<file path="src/rtl/signed_vedic_pkg.sv">
// rtl/signed_vedic_pkg.sv - shared constants, types and parameter check for the signed Vedic multiplier
package signed_vedic_pkg;

  localparam int VEDIC_BASE_W = 2;

  typedef logic [VEDIC_BASE_W-1:0] base_op_t;

  function automatic bit is_pow2(int v);
    return (v > 0) && ((v & (v - 1)) == 0);
  endfunction

endpackage

</file>
<file path="src/rtl/vedic_umult.sv">
// rtl/vedic_umult.sv - unsigned N x N -> 2N Urdhva-Tiryagbhyam multiplier, recursive down to a 2x2 cell
module vedic_umult
  import signed_vedic_pkg::*;
#(
  parameter int N = 2
) (
  input  logic [N-1:0]   a,
  input  logic [N-1:0]   b,
  output logic [2*N-1:0] p
);

  generate
    if (N == VEDIC_BASE_W) begin : g_base
      base_op_t x, y;
      logic     c_lh, c_hl, k1, c_hh;

      assign x    = a;
      assign y    = b;
      assign c_lh = x[1] & y[0];
      assign c_hl = x[0] & y[1];
      assign c_hh = x[1] & y[1];
      // two half adders: cross terms, then carry into the high partial product
      assign k1   = c_lh & c_hl;
      assign p[0] = x[0] & y[0];
      assign p[1] = c_lh ^ c_hl;
      assign p[2] = c_hh ^ k1;
      assign p[3] = c_hh & k1;
    end else begin : g_rec
      localparam int H = N / 2;
      logic [N-1:0] ll, lh, hl, hh;
      logic [N:0]   mid;

      vedic_umult #(.N(H)) u_ll (.a(a[H-1:0]), .b(b[H-1:0]), .p(ll));
      vedic_umult #(.N(H)) u_lh (.a(a[N-1:H]), .b(b[H-1:0]), .p(lh));
      vedic_umult #(.N(H)) u_hl (.a(a[H-1:0]), .b(b[N-1:H]), .p(hl));
      vedic_umult #(.N(H)) u_hh (.a(a[N-1:H]), .b(b[N-1:H]), .p(hh));

      assign mid = {1'b0, lh} + {1'b0, hl};
      assign p   = {{N{1'b0}}, ll}
                 + ({{(N-1){1'b0}}, mid} << H)
                 + {hh, {N{1'b0}}};
    end
  endgenerate

endmodule

</file>
<file path="src/rtl/signed_vedic_mult.sv">
// rtl/signed_vedic_mult.sv - registered signed WIDTH x WIDTH multiplier around an unsigned Vedic core
// SIGNED_VEDIC_MULT_INREG_EN adds an input register stage (latency 2 instead of 1).
module signed_vedic_mult
  import signed_vedic_pkg::*;
#(
  parameter int WIDTH = 32
) (
  input  logic                 clk,
  input  logic                 rst_n,
  input  logic [WIDTH-1:0]     a,
  input  logic [WIDTH-1:0]     b,
  output logic [2*WIDTH-1:0]   out
);

  generate
    if (!is_pow2(WIDTH) || WIDTH < VEDIC_BASE_W) begin : g_bad_width
      $error("signed_vedic_mult: WIDTH must be a power of two >= 2");
    end
  endgenerate

  logic [WIDTH-1:0]   a_op, b_op;
  logic [WIDTH-1:0]   mag_a, mag_b;
  logic [2*WIDTH-1:0] mag, prod;
  logic               sa, sb;

`ifdef SIGNED_VEDIC_MULT_INREG_EN
  always_ff @(posedge clk or negedge rst_n) begin
    if (!rst_n) begin
      a_op <= '0;
      b_op <= '0;
    end else begin
      a_op <= a;
      b_op <= b;
    end
  end
`else
  assign a_op = a;
  assign b_op = b;
`endif

  assign sa = a_op[WIDTH-1];
  assign sb = b_op[WIDTH-1];
  // -2^(W-1) negates to itself, which read as unsigned is exactly its magnitude
  assign mag_a = sa ? (~a_op + WIDTH'(1)) : a_op;
  assign mag_b = sb ? (~b_op + WIDTH'(1)) : b_op;

  vedic_umult #(.N(WIDTH)) u_core (
    .a(mag_a),
    .b(mag_b),
    .p(mag)
  );

  assign prod = (sa ^ sb) ? (~mag + (2*WIDTH)'(1)) : mag;

  always_ff @(posedge clk or negedge rst_n) begin
    if (!rst_n) out <= '0;
    else        out <= prod;
  end

endmodule

</file>
<file path="config.mk">
export PLATFORM = sky130hd
export DESIGN_NAME = signed_vedic_mult
export DESIGN_NICKNAME = d
export VERILOG_FILES = /design/src/rtl/signed_vedic_pkg.sv /design/src/rtl/vedic_umult.sv /design/src/rtl/signed_vedic_mult.sv
export SDC_FILE = /design/constraint.sdc
export NUM_CORES = 2
export LEC_CHECK = 0
export CAP_MARGIN = 20
export CORE_MARGIN = 2
export CORE_UTILIZATION = 39
export DETAILED_ROUTE_END_ITERATION = 16
export PLACE_DENSITY_LB_ADDON = 0.3
export SETUP_SLACK_MARGIN = 0.15
export SLEW_MARGIN = 20
export SYNTH_ARGS = -nofsm -noshare
export SYNTH_HDL_FRONTEND = slang
export SYNTH_HIERARCHICAL = 1
export SYNTH_SLANG_ARGS = --single-unit
</file>
<file path="constraint.sdc">
create_clock -name clk -period 0.8 [get_ports clk]
set_input_delay 0.08 -clock clk [delete_from_list [all_inputs] [get_ports clk]]
set_output_delay 0.08 -clock clk [all_outputs]
set_load 0.05 [all_outputs]
</file>
[Yosys cells after proc, flatten, opt, wreduce, memory -nomap -nowiden]
Index checks and enable logic that the tools add are counted.
Word-level totals
  register bits: 64
  input port bits: 66
  output and inout bits: 64
Cells by class
  add/subtract/negate cells: 258
  mux-type cells: 3
  bitwise gates (word level): 2052
Operators by type and width (number)
  1-bit bitwise AND: 1536
  1-bit XOR: 513
  4-bit by 7-bit adder with 8-bit output: 64
  8-bit adder: 64
  4-bit by 4-bit adder with 5-bit output: 64
  14-bit by 16-bit adder with 16-bit output: 16
  8-bit by 13-bit adder with 14-bit output: 16
  8-bit by 8-bit adder with 9-bit output: 16
  32-bit adder: 4
  16-bit by 25-bit adder with 26-bit output: 4
  16-bit by 16-bit adder with 17-bit output: 4
  32-bit by 1-bit adder with 32-bit output, second input constant: 2
  50-bit by 64-bit adder with 64-bit output: 1
  64-bit by 1-bit adder with 64-bit output, second input constant: 1
  32-bit two-way mux: 2
  64-bit two-way mux: 1
  32-bit NOT: 2
  64-bit NOT: 1
  32-bit by 49-bit adder with 50-bit output: 1
  32-bit by 32-bit adder with 33-bit output: 1

[Longest topological paths before layout]
  word-level depth: 21
  depth in mapped cells: 65

[Modules after synthesis]
Netlist, hierarchy kept.
Modules (own cells, without submodules)
  vedic_umult at u_core.g_rec.u_hh.g_rec.u_hh.g_rec.u_hh ...: instances 64, cells an instance 34, area an instance 311.5 sq um
  vedic_umult at u_core.g_rec.u_hh.g_rec.u_hh.g_rec.u_hh.g_rec.u_hh ...: instances 256, cells an instance 6, area an instance 50.0 sq um
  vedic_umult at u_core.g_rec.u_hh.g_rec.u_lh ...: instances 10, cells an instance 95, area an instance 762.0 sq um
  vedic_umult at u_core.g_rec.u_hh.g_rec.u_hh ...: instances 6, cells an instance 93, area an instance 743.2 sq um
  signed_vedic_mult: instances 1, cells an instance 479, area an instance 4377.9 sq um
  vedic_umult at u_core.g_rec.u_hh ...: instances 2, cells an instance 256, area an instance 1863.0 sq um
  vedic_umult at u_core.g_rec.u_lh ...: instances 2, cells an instance 252, area an instance 1843.0 sq um
  vedic_umult at u_core: instances 1, cells an instance 498, area an instance 3583.4 sq um

[Least setup slack after synthesis]
Ideal clock, no wire load.
  path type: input-to-reg
  start: input port b[20]
  end: register out[60]
  setup time: 80 ps
  data arrival time: 13292 ps
  data required time: 720 ps
  path slack: -12572 ps
  stages on the path: 55
  buffers on the path: 2
  path through: or4_4 > or4_4 > or4_4 > buf_6 > nor4_1 > and2_1 > ha_1 > fa_1 > inv_1 > fa_1 > inv_1 > a21o_2 > a21oi_1 > xnor2_1 > ha_1 > or2_2 > o31ai_1 > a31oi_1 > (+19 left out) > a21o_1 > a21o_1 > a21oi_1 > a21boi_0 > xnor2_1 > ha_1 > inv_1 > nor2_1 > nor3_1 > a311oi_4 > a21o_1 > a211oi_1 > a221oi_1 > nor4_1 > nand4_1 > or3_1 > o41ai_1 > xnor2_1
Between the ends
  elaborated cells on any way between the ends: 870
  classes of those cells: 107 x add/sub; 2 x mux; 761 x bitwise
RTL lines
  from (decl): RTL line signed_vedic_mult.sv:11  | input logic [WIDTH-1:0] b,
  32-bit NOT: RTL line signed_vedic_mult.sv:45  | assign mag_b = sb ? (~b_op + WIDTH'(1)) : b_op;
  32-bit by 1-bit adder with 32-bit output: RTL line signed_vedic_mult.sv:45
  32-bit two-way mux: RTL line signed_vedic_mult.sv:45
  net mag_b[31]: RTL line signed_vedic_mult.sv:22  | logic [WIDTH-1:0] mag_a, mag_b;
  1-bit bitwise AND: RTL line vedic_umult.sv:20  | assign c_hl = x[0] & y[1];
  1-bit XOR: RTL line vedic_umult.sv:25  | assign p[1] = c_lh ^ c_hl;
  net u_core.g_rec.u_hl.g_rec.u_hl.g_rec.u_hl.g_rec.hl[1]: RTL line vedic_umult.sv:30  | logic [N-1:0] ll, lh, hl, hh;
  4-bit by 4-bit adder with 5-bit output: RTL line vedic_umult.sv:38  | assign mid = {1'b0, lh} + {1'b0, hl};
  (+2 left out)
  net u_core.g_rec.u_hl.g_rec.u_hl.g_rec.hl[6]: RTL line vedic_umult.sv:30
  (+3 left out)
  net u_core.g_rec.u_hl.g_rec.hl[12]: RTL line vedic_umult.sv:30
  (+3 left out)
  net u_core.g_rec.hl[24]: RTL line vedic_umult.sv:30
  32-bit by 32-bit adder with 33-bit output: RTL line vedic_umult.sv:38
  32-bit by 49-bit adder with 50-bit output: RTL line vedic_umult.sv:40  | + ({{(N-1){1'b0}}, mid} << H)
  50-bit by 64-bit adder with 64-bit output: RTL line vedic_umult.sv:41  | + {hh, {N{1'b0}}};
  net mag[48]: RTL line signed_vedic_mult.sv:23  | logic [2*WIDTH-1:0] mag, prod;
  64-bit NOT: RTL line signed_vedic_mult.sv:53  | assign prod = (sa ^ sb) ? (~mag + (2*WIDTH)'(1)) : mag;
  64-bit by 1-bit adder with 64-bit output: RTL line signed_vedic_mult.sv:53
  64-bit two-way mux: RTL line signed_vedic_mult.sv:53
  net prod[60]: RTL line signed_vedic_mult.sv:23
  to (signal assigned): RTL line signed_vedic_mult.sv:57  | else out <= prod;
  to (decl): RTL line signed_vedic_mult.sv:12  | output logic [2*WIDTH-1:0] out
The timed path passes the listed nets, and every way through them passes these cells.

[Final worst setup path]
  start: input port a[0]
  end: register out[59]
Between the ends
  elaborated cells on any way between the ends: 2293
  classes of those cells: 257 x add/sub; 2 x mux; 2034 x bitwise
RTL lines
  from (decl): RTL line signed_vedic_mult.sv:10  | input logic [WIDTH-1:0] a,
  32-bit NOT: RTL line signed_vedic_mult.sv:44  | assign mag_a = sa ? (~a_op + WIDTH'(1)) : a_op;
  32-bit by 1-bit adder with 32-bit output: RTL line signed_vedic_mult.sv:44
  32-bit two-way mux: RTL line signed_vedic_mult.sv:44
  net mag_a[28]: RTL line signed_vedic_mult.sv:22
  1-bit bitwise AND: RTL line vedic_umult.sv:24  | assign p[0] = x[0] & y[0];
  net u_core.g_rec.u_lh.g_rec.u_lh.g_rec.u_lh.g_rec.hl[0]: RTL line vedic_umult.sv:30
  4-bit by 4-bit adder with 5-bit output: RTL line vedic_umult.sv:38
  4-bit by 7-bit adder with 8-bit output: RTL line vedic_umult.sv:40
  (+1 left out)
  net u_core.g_rec.u_lh.g_rec.u_lh.g_rec.lh[4]: RTL line vedic_umult.sv:30
  (+3 left out)
  net u_core.g_rec.u_lh.g_rec.lh[14]: RTL line vedic_umult.sv:30
  (+3 left out)
  net u_core.g_rec.lh[24]: RTL line vedic_umult.sv:30
  32-bit by 32-bit adder with 33-bit output: RTL line vedic_umult.sv:38
  32-bit by 49-bit adder with 50-bit output: RTL line vedic_umult.sv:40
  50-bit by 64-bit adder with 64-bit output: RTL line vedic_umult.sv:41
  net mag[56]: RTL line signed_vedic_mult.sv:23
  64-bit NOT: RTL line signed_vedic_mult.sv:53
  64-bit by 1-bit adder with 64-bit output: RTL line signed_vedic_mult.sv:53
  64-bit two-way mux: RTL line signed_vedic_mult.sv:53
  net prod[59]: RTL line signed_vedic_mult.sv:23
The timed path passes the listed nets, and every way through them passes these cells.

==> flow_metrics.py <==
metrics = {
    "route": {
        "ant_nets": 0,
        "drt-total-wl_um": 200000,
        "vias": 60830,
        "drtPass1Iterations": 5,
        "drt_iter0_markers": 2481,
        "via_per_inst": 5.27,
        "drcViolationCount": 0,
        "routedWlPerCell_um": 17.3,
    },
    "finish": {
        "largest_reg_flops": 64,
        "regMostFlops": "out",
        "syn_to_final_growth_pct": 46.3,
        "drive_gt1_share_pct": 36.2,
        "largestRegisters": "out x64",
        "fin_cells": 11551,
        "nets": 11335,
    },
    "run": {
        "maxCapViolations": 0,
    },
    "sta": {
        "timing.final.crit_share_pct": 1550,
        "max_slew.worst_pin.slew_ns": 0.664,
        "fmax_mhz": 80.5,
        "finalHoldViolations": 0,
        "max_slew_margin_pct": 55.1,
        "slew_violations": 0,
        "min_period_ns": 12.43,
        "finalWorstSetupSlack_ns": -11.63,
        "rsz0062_at_grt": "true",
        "setup_viol": 128,
    },
    "critical_path": {
        "crit_top_cell": "ha_1",
        "path_buf_inv": 9,
        "critPathTopFamily": "simple AND/OR/NAND/NOR gates",
        "slowest_delay_ns": 0.55,
        "crit_path_end_kind": "flop",
        "crit_arrival_ns": 12.65,
        "start_kind": "primary input",
        "crit_fanout": 6,
        "slowest_stage": "fa_2",
        "cp_data_required_time_ns": 1.02,
        "path_class": "in2reg",
    },
    "clock_network": {
        "clk_pin_slew_ns": 0.06,
        "cts_tree": "yes",
        "cts.sinks": 64,
        "htreeDepth": 3,
        "root_buffer": "clkbuf_16",
        "cts_inserted_buffers": 9,
        "cts_max_path_buffers": 2,
    },
    "die": {
        "initial_core_util_pct": 39.2,
        "die_x_um": 397,
        "rows": 144,
        "io_pins": 130,
        "core-area_sq_um": 154000,
        "die_area_sq_um": 158000,
        "die-height_um": 397,
    },
    "placed_design": {
        "dp.cells": 11308,
        "gp_congestion": 0.950,
        "dp_hpwl_um": 162000,
        "pre_cts_ws_ns": -12.52,
        "portBuffers": 129,
    },
    "synthesis": {
        "ys_seq_area_share_pct": 2.66,
        "netlist_area_sq_um": 60200,
        "synth-main-ff-cell": "dfrtp_1",
        "async_flop_share_pct": 100,
        "synth_nets": 9059,
        "synth_edf_count": 0,
        "synth-seq-cells": 64,
        "synth_cell_type_count": 87,
        "synth_area_per_cell_sq_um": 8.35,
        "yosys_warnings": 6,
        "postSynthCellCount": 7213,
    },
    "outcome": {
        "outcome": "finished, violations left",
        "violations": "negative setup slack",
    },
    "global_route": {
        "grt_pass1_wl_um": 316000,
        "grt_max_degree": 34,
        "antenna_found_initial": 12,
        "track_usage_pct": 24.3,
        "overflow": 0,
        "grt_pass1_vias": 62135,
    },
    "hold_path": {
        "hp-class": "in2async",
    },
}
==> cell families (layout without fill, tap and decap cells) <==
family                     Yosys count  after routing  share of synthesized area (%)
and+or+nand+nor                   1981           1981                           18.4
other                                0             13                              0
DFF                                 64             64                           2.66
buffers and inverters              510           2791                           3.20
adders and majority gates         1780           1780                           39.1
muxes                                1              1                         0.0166
xor gates and xnor gates           937            937                           13.6
AOI/OAI and AO/OA                 1940           1940                           23.0
==> cell type report <==
type / count / area, sq um
fillers: 13199 / 65600
inverters: 471 / 1790
repair buffers: 2304 / 19300
clock inverters: 7 / 103
diodes: 13 / 32.5
well taps: 2044 / 2560
multi-input cells: 6639 / 62500
clock buffers: 9 / 225
flip-flops and latches: 64 / 1610
==> cells in the final DEF (no fill, tap or decap), drive strengths merged, types with 52 or more instances in the layout <==
cell | netlist | final
buf | 7 | 2242
ha | 1610 | 1610
and2 | 1037 | 1037
xnor2 | 675 | 675
a21oi | 597 | 597
inv | 471 | 472
a21o | 447 | 447
o21ai | 305 | 305
nor2 | 270 | 270
xor2 | 262 | 262
nand2 | 247 | 247
fa | 170 | 170
a211oi | 154 | 154
o21bai | 104 | 104
nor3 | 82 | 82
o211ai | 81 | 81
dfrtp | 64 | 64
nand3 | 60 | 60
nand4 | 52 | 52
==> cells in the mapped netlist (16+ instances only) <==
cell	n	area (sq um)
ha_1	1610	20100
and2_1	1031	6450
xnor2_1	675	5910
a21oi_1	523	2620
inv_1	471	1770
a21o_1	365	2740
xor2_1	262	2290
nor2_1	253	950
nand2_1	245	920
o21ai_0	242	1210
fa_1	170	3400
o21bai_1	104	781
a211oi_2	94	1180
a21o_2	82	718
nor3_1	82	410
a21oi_2	73	639
dfrtp_1	64	1600
a211oi_1	60	450
nand3_1	60	300
nand4_1	52	325
o21ai_1	46	230
o211ai_1	45	338
nand2b_1	41	257
nor2b_1	41	257
o31ai_1	40	300
o211ai_2	36	450
a31oi_1	35	219
and3_1	35	219
nor4_1	33	206
clkbuf_1	32	120
o21a_1	31	233
or3_1	27	169
o41ai_1	19	166
nor2_2	17	106
o21ai_2	17	149
a41oi_2	16	260
==> metrics by stage <==
step | TNS [ns] | util, % | hold slack, ns | cell area, sq um
2_1_floorplan | -495.18 | - | -0.216 | 61900
3_3_place_gp | -608.54 | 52.8 | -0.0382 | 81200
3_5_place_dp | -616.50 | 52.8 | -0.0544 | 81200
4_1_cts | -555.25 | 55.6 | 0.137 | 85400
5_1_grt | -588.72 | 57.3 | 0.156 | 88100
6_report | -563.90 | 57.3 | 0.135 | 88100
==> worst max path at each step <==
stage                      from       to  slack (ns)  cells past startpoint
after floorplan            a[1]  out[60]      -11.08                     60
after global placement     a[1]  out[60]      -12.29                     56
after detailed placement   a[1]  out[60]      -12.52                     56
after CTS                 b[17]  out[59]      -11.35                     60
after global routing       a[0]  out[60]      -12.10                     65
final                      a[0]  out[59]      -11.63                     59
==> routing by layer <==
layer  share of wire, %  vias to the layer above  track usage, %
met5             0.0040                        -               0
li1                   -                    30436               -
met1                 45                    29109            31.8
met4                3.7                        2            7.88
met2                 48                     1035            42.8
met3                3.3                      248           0.836
==> repair_timing <==
action / 4_1_cts / 5_1_grt
cloned: 5 / 1
endpoints found under the setup margin: 128 / 128
endpoints found under the hold margin: 64 / 0
hold buffers: 1 / 0
buffers inserted: 131 / 76
pin swaps: 332 / 194
resized for setup: 591 / 371
Power is left out: the tool's default activity adds up to more than one toggle a clock period on the data nets, which glitch-free logic cannot reach.
